## src/rtl/float_pkg.sv

```systemverilog
`default_nettype none
// ============================================================================
//  Module      : float_pkg
//  Description : Shared constants and FSM encoding for the float divider.
//  Revision    : 1.0 - initial release
// ============================================================================
package float_pkg;

    localparam logic [2:0] ST_IDLE    = 3'd0;
    localparam logic [2:0] ST_SPECIAL = 3'd1;
    localparam logic [2:0] ST_DIVIDE  = 3'd2;
    localparam logic [2:0] ST_NORM    = 3'd3;
    localparam logic [2:0] ST_DONE    = 3'd4;

    localparam int          BIAS    = 127;
    localparam int          EXP_MAX = 255;
    localparam logic [31:0] QNAN    = 32'h7FC0_0000;
    localparam int          Q_W     = 26;

    localparam logic [1:0] OVF_NONE  = 2'b00;
    localparam logic [1:0] OVF_OVER  = 2'b01;
    localparam logic [1:0] OVF_UNDER = 2'b10;

endpackage
`default_nettype wire

```

## src/rtl/float_div_mant_div.sv

```systemverilog
`default_nettype none
// ============================================================================
//  Module      : mant_div
//  Description : Bit-serial restoring divider, ({1,a} << 25) / {1,b}.
//  Revision    : 1.0 - initial release
// ============================================================================
module mant_div
    import float_pkg::*;
(
    input  logic           clk,
    input  logic           rst,
    input  logic           i_start,
    input  logic [22:0]    i_man_a,
    input  logic [22:0]    i_man_b,
    output logic           o_done,
    output logic [Q_W-1:0] o_quot
);

    localparam logic [4:0] c_last = 5'(Q_W - 1);

    logic           r_run;
    logic [4:0]     r_cnt;
    logic [24:0]    r_rem;
    logic [23:0]    r_dvs;
    logic [Q_W-1:0] r_quot;
    logic           w_ge;
    logic [24:0]    w_diff;

    // Remainder stays below the divisor, so the shifted value fits in 25 bits.
    assign w_ge   = (r_rem >= {1'b0, r_dvs});
    assign w_diff = w_ge ? (r_rem - {1'b0, r_dvs}) : r_rem;

    always_ff @(posedge clk) begin
        if (rst) begin
            r_run  <= 1'b0;
            r_cnt  <= 5'd0;
            r_rem  <= 25'd0;
            r_dvs  <= 24'd0;
            r_quot <= '0;
        end else if (i_start) begin
            r_run  <= 1'b1;
            r_cnt  <= 5'd0;
            r_rem  <= {2'b01, i_man_a};
            r_dvs  <= {1'b1, i_man_b};
            r_quot <= '0;
        end else if (r_run) begin
            r_quot <= {r_quot[Q_W-2:0], w_ge};
            r_rem  <= {w_diff[23:0], 1'b0};
            if (r_cnt == c_last) begin
                r_run <= 1'b0;
                r_cnt <= 5'd0;
            end else begin
                r_cnt <= r_cnt + 5'd1;
            end
        end
    end

    // Flags the cycle whose closing edge produces the final quotient bit.
    assign o_done = r_run && (r_cnt == c_last);
    assign o_quot = r_quot;

endmodule
`default_nettype wire

```

## src/rtl/float_div.sv

```systemverilog
`default_nettype none
// ============================================================================
//  Module      : float_div
//  Description : Multi-cycle IEEE-754 single-precision divider with
//                special-case handling, normalisation and optional rounding.
//  Revision    : 1.0 - initial release
// ============================================================================
module float_div
    import float_pkg::*;
(
    input  logic        clk,
    input  logic        rst,
    input  logic        en,
    input  logic        round_cfg,
    input  logic [31:0] flout_a,
    input  logic [31:0] flout_b,
    output logic [31:0] flout_c,
    output logic [1:0]  overflow,
    output logic        div_zero,
    output logic        busy,
    output logic        done
);

    logic [2:0]     r_state;
    logic [2:0]     w_next;
    logic [31:0]    r_a;
    logic [31:0]    r_b;
    logic           r_rnd;
    logic [31:0]    r_res;
    logic [1:0]     r_res_ovf;
    logic           r_res_dz;

    logic           w_latch;
    logic           w_div_start;
    logic           w_ld_sp;
    logic           w_ld_nm;
    logic           w_fin;
    logic           w_div_done;
    logic [Q_W-1:0] w_quot;

    logic           w_sign;
    logic [7:0]     w_ea;
    logic [7:0]     w_eb;
    logic           w_a_zero;
    logic           w_b_zero;
    logic           w_a_ff;
    logic           w_b_ff;
    logic           w_special;
    logic [31:0]    w_sp_res;
    logic           w_sp_dz;

    logic signed [9:0] w_exp_raw;
    logic signed [9:0] w_exp;
    logic signed [9:0] w_exp_fin;
    logic [22:0]       w_mant;
    logic              w_guard;
    logic [23:0]       w_mant_rnd;
    logic [22:0]       w_mant_fin;
    logic [31:0]       w_nm_res;
    logic [1:0]        w_nm_ovf;

    assign w_sign    = r_a[31] ^ r_b[31];
    assign w_ea      = r_a[30:23];
    assign w_eb      = r_b[30:23];
    assign w_a_zero  = (w_ea == 8'h00);
    assign w_b_zero  = (w_eb == 8'h00);
    assign w_a_ff    = (w_ea == 8'hFF);
    assign w_b_ff    = (w_eb == 8'hFF);
    assign w_special = w_a_ff | w_b_ff | w_a_zero | w_b_zero;

    always_comb begin
        w_sp_res = 32'd0;
        w_sp_dz  = 1'b0;
        if (w_a_ff || w_b_ff) begin
            w_sp_res = QNAN;
        end else if (w_a_zero && w_b_zero) begin
            w_sp_res = QNAN;
            w_sp_dz  = 1'b1;
        end else if (w_b_zero) begin
            w_sp_res = {w_sign, 8'hFF, 23'd0};
            w_sp_dz  = 1'b1;
        end
    end

    mant_div u_mant_div (
        .clk     (clk),
        .rst     (rst),
        .i_start (w_div_start),
        .i_man_a (r_a[22:0]),
        .i_man_b (r_b[22:0]),
        .o_done  (w_div_done),
        .o_quot  (w_quot)
    );

    assign w_exp_raw = $signed({2'b00, w_ea} - {2'b00, w_eb} + 10'(BIAS));

    always_comb begin
        w_mant  = w_quot[23:1];
        w_guard = w_quot[0];
        w_exp   = w_exp_raw - 10'sd1;
        if (w_quot[Q_W-1]) begin
            w_mant  = w_quot[24:2];
            w_guard = w_quot[1];
            w_exp   = w_exp_raw;
        end
        w_mant_rnd = {1'b0, w_mant};
        if (r_rnd && w_guard) begin
            w_mant_rnd = {1'b0, w_mant} + 24'd1;
        end
        // A rounding carry wraps the mantissa to zero and bumps the exponent.
        w_mant_fin = w_mant_rnd[22:0];
        w_exp_fin  = w_mant_rnd[23] ? (w_exp + 10'sd1) : w_exp;

        w_nm_res = {w_sign, w_exp_fin[7:0], w_mant_fin};
        w_nm_ovf = OVF_NONE;
        if (w_exp_fin >= $signed(10'(EXP_MAX))) begin
            w_nm_res = {w_sign, 8'hFF, 23'd0};
            w_nm_ovf = OVF_OVER;
        end else if (w_exp_fin <= 10'sd0) begin
            w_nm_res = 32'd0;
            w_nm_ovf = OVF_UNDER;
        end
    end

    always_ff @(posedge clk) begin
        if (rst) begin
            r_state <= ST_IDLE;
        end else begin
            r_state <= w_next;
        end
    end

    always_comb begin
        w_next = r_state;
        case (r_state)
            ST_IDLE:    if (en) w_next = ST_SPECIAL;
            ST_SPECIAL: w_next = w_special ? ST_DONE : ST_DIVIDE;
            ST_DIVIDE:  if (w_div_done) w_next = ST_NORM;
            ST_NORM:    w_next = ST_DONE;
            ST_DONE:    w_next = ST_IDLE;
            default:    w_next = ST_IDLE;
        endcase
    end

    always_comb begin
        w_latch     = (r_state == ST_IDLE) && en;
        w_div_start = (r_state == ST_SPECIAL) && !w_special;
        w_ld_sp     = (r_state == ST_SPECIAL) && w_special;
        w_ld_nm     = (r_state == ST_NORM);
        w_fin       = (r_state == ST_DONE);
    end

    assign busy = (r_state != ST_IDLE);

    always_ff @(posedge clk) begin
        if (rst) begin
            r_a       <= 32'd0;
            r_b       <= 32'd0;
            r_rnd     <= 1'b0;
            r_res     <= 32'd0;
            r_res_ovf <= OVF_NONE;
            r_res_dz  <= 1'b0;
            flout_c   <= 32'd0;
            overflow  <= OVF_NONE;
            div_zero  <= 1'b0;
            done      <= 1'b0;
        end else begin
            done <= w_fin;
            if (w_latch) begin
                r_a   <= flout_a;
                r_b   <= flout_b;
                r_rnd <= round_cfg;
            end
            if (w_ld_sp) begin
                r_res     <= w_sp_res;
                r_res_ovf <= OVF_NONE;
                r_res_dz  <= w_sp_dz;
            end
            if (w_ld_nm) begin
                r_res     <= w_nm_res;
                r_res_ovf <= w_nm_ovf;
                r_res_dz  <= 1'b0;
            end
            if (w_fin) begin
                flout_c  <= r_res;
                overflow <= r_res_ovf;
                div_zero <= r_res_dz;
            end
        end
    end

endmodule
`default_nettype wire

```

## config.mk

```make
export PLATFORM = sky130hd
export DESIGN_NAME = float_div
export DESIGN_NICKNAME = d
export VERILOG_FILES = /design/src/rtl/float_pkg.sv /design/src/rtl/float_div_mant_div.sv /design/src/rtl/float_div.sv
export SDC_FILE = /design/constraint.sdc
export NUM_CORES = 1
export LEC_CHECK = 0
export ABC_AREA = 0
export BUFFER_PORTS_ARGS = -buffer_cell sky130_fd_sc_hd__buf_2
export CAP_MARGIN = 5
export CORE_UTILIZATION = 50
export CTS_CLUSTER_SIZE = 40
export DETAILED_ROUTE_END_ITERATION = 7
export PLACE_DENSITY_LB_ADDON = 0.08
export SYNTH_ARGS = -nofsm -noshare
export SYNTH_HDL_FRONTEND = slang
export SYNTH_HIERARCHICAL = 1
export SYNTH_SLANG_ARGS = --single-unit
```

## constraint.sdc

```tcl
create_clock -name clk -period 5.6 [get_ports clk]
set_input_delay 1.12 -clock clk [delete_from_list [all_inputs] [get_ports clk]]
set_output_delay 1.12 -clock clk [all_outputs]
set_load 0.1 [all_outputs]
```

======== After elaboration in Yosys (flattened, before gate mapping) ========
Index checks and enable logic that the tools add are counted.
cells by class
  reduce and logical (&&, ||, !) cells .... 17
  bitwise logic cells ..................... 4
  muxes and demuxes ....................... 30
  add/sub/neg operators ................... 7
  equality and inequality tests ........... 9
  $lt $le $gt $ge ......................... 3
operator list
  kind                                                                                   count
  32-bit 2-to-1 mux                                                                      7
  24-bit 2-to-1 mux                                                                      4
  25-bit by 24-bit greater-or-equal comparator with 1-bit output                         1
  23-bit by 1-bit adder with 24-bit output (second input constant)                       1
  24-bit subtractor                                                                      1
  23-bit 2-to-1 mux                                                                      1
  10-bit 2-to-1 mux                                                                      2
  8-bit == test (second input constant)                                                  2
  8-bit zero test                                                                        2
  3-bit case mux with 4 select lines                                                     1
  10-bit by 2-bit adder with 10-bit output (second input constant)                       1
  9-bit by 8-bit adder with 10-bit output (second input constant)                        1
  10-bit by 9-bit greater-or-equal comparator with 1-bit output (second input constant)  1
  10-bit by 1-bit <= comparator with 1-bit output (second input constant)                1
  10-bit by 2-bit subtractor with 10-bit output (second input constant)                  1
  3-bit 2-to-1 mux                                                                       3
  8-bit by 8-bit subtractor with 9-bit output                                            1
  2-bit 2-to-1 mux                                                                       4
  1-bit 2-to-1 mux                                                                       7
  3-bit by 2-bit == test with 1-bit output (second input constant)                       2
  1-bit logical AND                                                                      6
  5-bit by 1-bit adder with 5-bit output (second input constant)                         1
  5-bit == test (second input constant)                                                  1
  5-bit 2-to-1 mux                                                                       1
  other kinds (13)                                                                       17
word-level totals
  output and inout bits ................... 37
  flip-flop bits (word level) ............. 220
  input bits .............................. 68
  logic and storage cells ................. 87

======== Depth between registers and ports, before layout ========
  depth after elaboration ................. 10
  gate-level depth with buffers ........... 15
  gate-level depth less buffers ........... 14

======== Cells and area by module ========
Netlist, hierarchy kept.
by module, submodules not included
  module     cells an instance  sequential area each (µm²)  times used  area each (µm²)
  float_div  881                2782.7                      1           7150.6
  mant_div   559                1621.6                      1           4673.2

======== Least setup slack after synthesis ========
OpenSTA, ideal clock, no wires.
  path type ............................... register -> register
  from .................................... reg r_a[23]
  to ...................................... reg r_res[0]
  slack ................................... 1.720 ns
  clock period less this slack ............ 3.880 ns
  setup time .............................. 0.117 ns
  buffers on the path ..................... 1
  data arrival time ....................... 3.764 ns
  cell stages (with the launch flop) ...... 16
  required time ........................... 5.483 ns
  cells stage by stage .................... dfxtp_1 > inv_1 > ha_1 > fa_1 > ha_1 > or3b_4 > o22ai_4 > a21boi_2 > o211ai_1 > nor4b_1 > o311ai_2 > xor2_1 > nand4_1 > and4b_4 > buf_6 > a22o_1
between the ends
  word-level cells in the longest chain between the ends .. 10
  elaborated cells on any way between the ends .. 23
  classes of those cells .................. 4 x add/sub; 2 x order compare; 1 x eq/ne; 8 x mux; 3 x bitwise; 5 x reduce/logical
RTL lines
  element                                          line              RTL
  from (decl)                                      float_div.sv:26   logic [31:0] r_a;
  from (signal assigned)                           float_div.sv:170  r_a <= flout_a;
  8-bit by 8-bit subtractor with 9-bit output      float_div.sv:95   assign w_exp_raw = $signed({2'b00, w_ea} - {2'b00, w_eb} + 10'(BIAS));
  9-bit by 8-bit adder with 10-bit output          float_div.sv:95
  10-bit by 2-bit subtractor with 10-bit output    float_div.sv:100  w_exp = w_exp_raw - 10'sd1;
  10-bit 2-to-1 mux                                float_div.sv:101  if (w_quot[Q_W-1]) begin
  10-bit by 2-bit adder with 10-bit output         float_div.sv:112  w_exp_fin = w_mant_rnd[23] ? (w_exp + 10'sd1) : w_exp;
  10-bit 2-to-1 mux                                float_div.sv:112
  10-bit by 1-bit <= comparator with 1-bit output  float_div.sv:119  end else if (w_exp_fin <= 10'sd0) begin
  32-bit 2-to-1 mux                                float_div.sv:119
  32-bit 2-to-1 mux                                float_div.sv:116  if (w_exp_fin >= $signed(10'(EXP_MAX))) begin
  32-bit 2-to-1 mux                                float_div.sv:179  if (w_ld_nm) begin
  to (signal assigned)                             float_div.sv:175  r_res <= w_sp_res;
  to (signal assigned)                             float_div.sv:180  r_res <= w_nm_res;
  to (decl)                                        float_div.sv:29   logic [31:0] r_res;
Parallel ways exist; a longest one is shown, timed or not. The select of a mux whose other input is x is not followed.
A chain may end at the register's enable or synchronous reset.

======== Final worst setup path ========
  from .................................... reg r_a[23]
  to ...................................... reg r_res[7]
Same word-level chain as after synthesis.

==> flow_summary.ini <==
[global_routing]
grt_use_total_pct = 22.6
wire_length_of_the_first_global_routing_pass_mm = 45.1
grt_pass1_vias = 9143
gr-total-overflow = 0
grt_start_max_net_pins = 74
antenna_violations_before_repair = 0

[cells_and_area]
register_area_um2 = 4410
filler_free_cell_count_of_the_finished_design = 1829
area_growth_syn_to_layout_pct = 12.1
layout.cell_area.non_filler_um2 = 13300
fill_cells = 2171
final_core_utilization_pct = 57.8
n_antenna_cell = 0
num-nets-final = 1606
layout-drive-gt1-share_pct = 14.6
multi_input_area_um2 = 6820

[sta]
worst_slew_pin_slew_ns = 1.16
fmaxAchievable_mhz = 230
hold_violations = 0
final_max_slew_viol_count = 0
layout_min_cycle_time_ns = 4.35
final-setup-viol-count = 0
rsz0062_at_grt = no
timing.final.ws_setup_ns = 1.25
slew-limit-headroom_pct = 22.8
layout_worst_path_cycle_share_pct = 77.6
clock_skew_ns = 0.0113
tns_ns = 0

[synthesis]
synth-edff-count = 0
synth_sequential_area_ratio_pct = 37.2
synth_seq_cells = 220
syn_avg_cell_area_um2 = 8.21
synthFlopType = dfxtp_1
syn_inst = 1440
synthesis.area_um2 = 11800
syn-num-nets = 1548
netlist-cell-type-count = 100
async_flop_share_pct = 0
ys.warnings.count = 6

[worst_setup_path]
timing.critical_path.max_delay_family = simple AND/OR/NAND/NOR gates
timing.critical_path.fanout_max = 22
end_kind = flop
timing.setup.critical_path_class = reg -> reg
worst-r2r-cell-count = 14
critical-path-top-cell-by-count = ha_1
crit_chain = inv_1 -> ha_1 -> fa_1 -> ha_1 -> or3b_4 -> o22ai_4 -> a21boi_2 -> o211ai_1 -> nor4b_1 -> o311ai_2 -> xor2_1 -> o31a_1 -> and4b_4 -> a22o_1
slowest_stage = fa_1
worstSetupPathDepth = 14
worst_path_largest_cell_delay_ns = 0.50
cp.arrival_ns = 4.80
startpoint_type = flop
worstPathBufferInverterCount = 1
cp_data_required_time_ns = 6.06

[pwr]
power_per_cell_area_nw_per_um2 = 372
power_switching_mw = 1.66
power_internal_mw = 3.27
netSwitchingFraction_pct = 33.6
clock_power_share_pct = 33.3
p_seq_share_pct = 34.8
p_comb_share_pct = 31.9
ir_worst_vdd_mv = 0.327
power.leakage_nw = 5.08

[run]
maxCapViolCount = 0

[placement]
finalWeightedCongestion = 0.877
postPlaceCellArea_um2 = 12400
post-place-cells = 1784
port-buffer-count = 104
post-place-ws_ns = 1.29
hpwl_mm = 19.5

[clock_tree]
tritoncts = built
post-cts-setup-buffers = 0
path_clk_slew_ns = 0.06
clk_latency_ns = 0.52
ctsHtreeMaxLevel = 1
post_cts_resize_count = 0
max-clock-path-buffers = 3
cts_made_buffers = 25
clock-root-buffer = clkbuf_16
cts-hold-fix-buffers = 0
clk_sink_count = 220

[drt]
post_drt_via_cell_ratio = 5.45
drt-pass1-iter-count = 5
avgRoutedWirePerCell_um = 14.9
route.antenna.remaining_nets = 0
vias = 9959
post-route-drc-count = 0
detailedRoute.firstIterationViolations = 498
postRouteWirelength_mm = 27.2

[worst_hold_path]
worst_hold_path_type = reg -> reg
worst_hold_path.num_cells = 2

[die]
standard_cell_row_count = 55
die_width_um = 156
io_pins = 105
design.core.area_um2 = 22900
die_h_um = 156
floorplan.initialDensity_pct = 51.6
design.die.area_um2 = 24300

[status]
outcome = complete, no violations
[Yosys cell counts (8+ instances only)]
master	number	area, um^2
a211oi_1	13	97.6
a21o_1	9	67.6
a21oi_1	146	731
a22o_1	25	219
a32o_1	13	130
buf_1	9	33.8
buf_6	8	90.1
clkbuf_1	56	210
dfxtp_1	220	4400
ha_1	38	475
inv_1	54	203
mux2i_1	71	711
nand2_1	267	1000
nand2b_1	8	50.1
nand3_1	32	160
nand4_1	19	119
nor2_1	147	552
nor3_1	11	55.1
nor4_1	9	56.3
o21ai_0	33	165
or3_1	20	125
xnor2_1	30	263
xor2_1	32	280
[metrics by stage]
stage	hold slack [ns]	total power [mW]
6_report	0.448	4.93
5_1_grt	0.464	5.22
4_1_cts	0.452	4.97
3_5_place_dp	0.444	3.31
3_3_place_gp	0.440	3.30
2_1_floorplan	0.425	3.04
[cell type report]
type	count	area share, %
multi-input combinational	1084	51.5
sequential	220	33.2
clock buffer	35	5.53
timing repair buffer	113	4.46
tap	313	2.95
inverter	54	1.53
clock inverter	10	0.802
[state kept, by name (all words and copies together), names as in the netlist]
register,flops
flout_c,32
r_a,32
r_b,32
r_res,32
u_mant_div/o_quot,26
u_mant_div/r_rem,25
u_mant_div/r_dvs,24
u_mant_div/r_cnt,5
r_state,3
overflow,2
r_res_ovf,2
div_zero,1
done,1
r_res_dz,1
r_rnd,1
u_mant_div/r_run,1
[power by group through the flow]
stage / sequential (mW) / combinational (mW) / clock [mW]
after floorplan: 1.72 / 1.32 / 0
after global placement: 1.74 / 1.56 / 0
after detailed placement: 1.74 / 1.57 / 0
after CTS: 1.71 / 1.57 / 1.68
after global routing: 1.72 / 1.75 / 1.75
final: 1.71 / 1.57 / 1.64
[layout by cell type, fill, tap and decap left out, types with 11 or more instances in the layout]
master and instances:
nor3_1 11, buf_2 103, or3_1 20, xnor2_1 30, xor2_1 32, a22o_1 25, nand3_1 32, nand4_1 19
dfxtp_1 218, o21ai_0 33, ha_1 38, mux2i_1 71, nand2_1 265, inv_1 54, a21oi_1 146, a32o_1 13
clkbuf_16 25, a211oi_1 13, nor2_1 147
[logic make-up (layout without fill, tap and decap cells)]
group,after synthesis,count (layout),synth area share (%)
simple gates,574,574,22.4
buf+inv,136,212,5.11
compound gates,326,326,18.9
xor+xnor,67,67,5.39
mux,77,77,6.61
fa+ha+maj,40,40,4.36
flops,220,220,37.2
[path summary, 6_finish.rpt]
path,startpoint,slack [ns],end
max reg2reg,r_a[23],1.25,r_res[7]
min,flout_c[20],0.45,flout_c[20]
min reg2reg,flout_c[20],0.45,flout_c[20]
max,r_a[23],1.25,r_res[7]
[metal layers]
| metal | global-route usage [%] | share of wire (%) |
|---|---|---|
| met5 | 0 | 0 |
| met4 | 7.38 | 2.8 |
| met3 | 2.67 | 3.5 |
| met2 | 39.2 | 47 |
| met1 | 29.0 | 47 |
[worst min-delay path: cells and delay by family, from the launching register on]
family,cells,cell delay [ns]
AO/OA/AOI/OAI,1,0.05
flip-flops,1,0.30
AND/OR/NAND/NOR,1,0.05
Power figures use the tool's default switching activity.
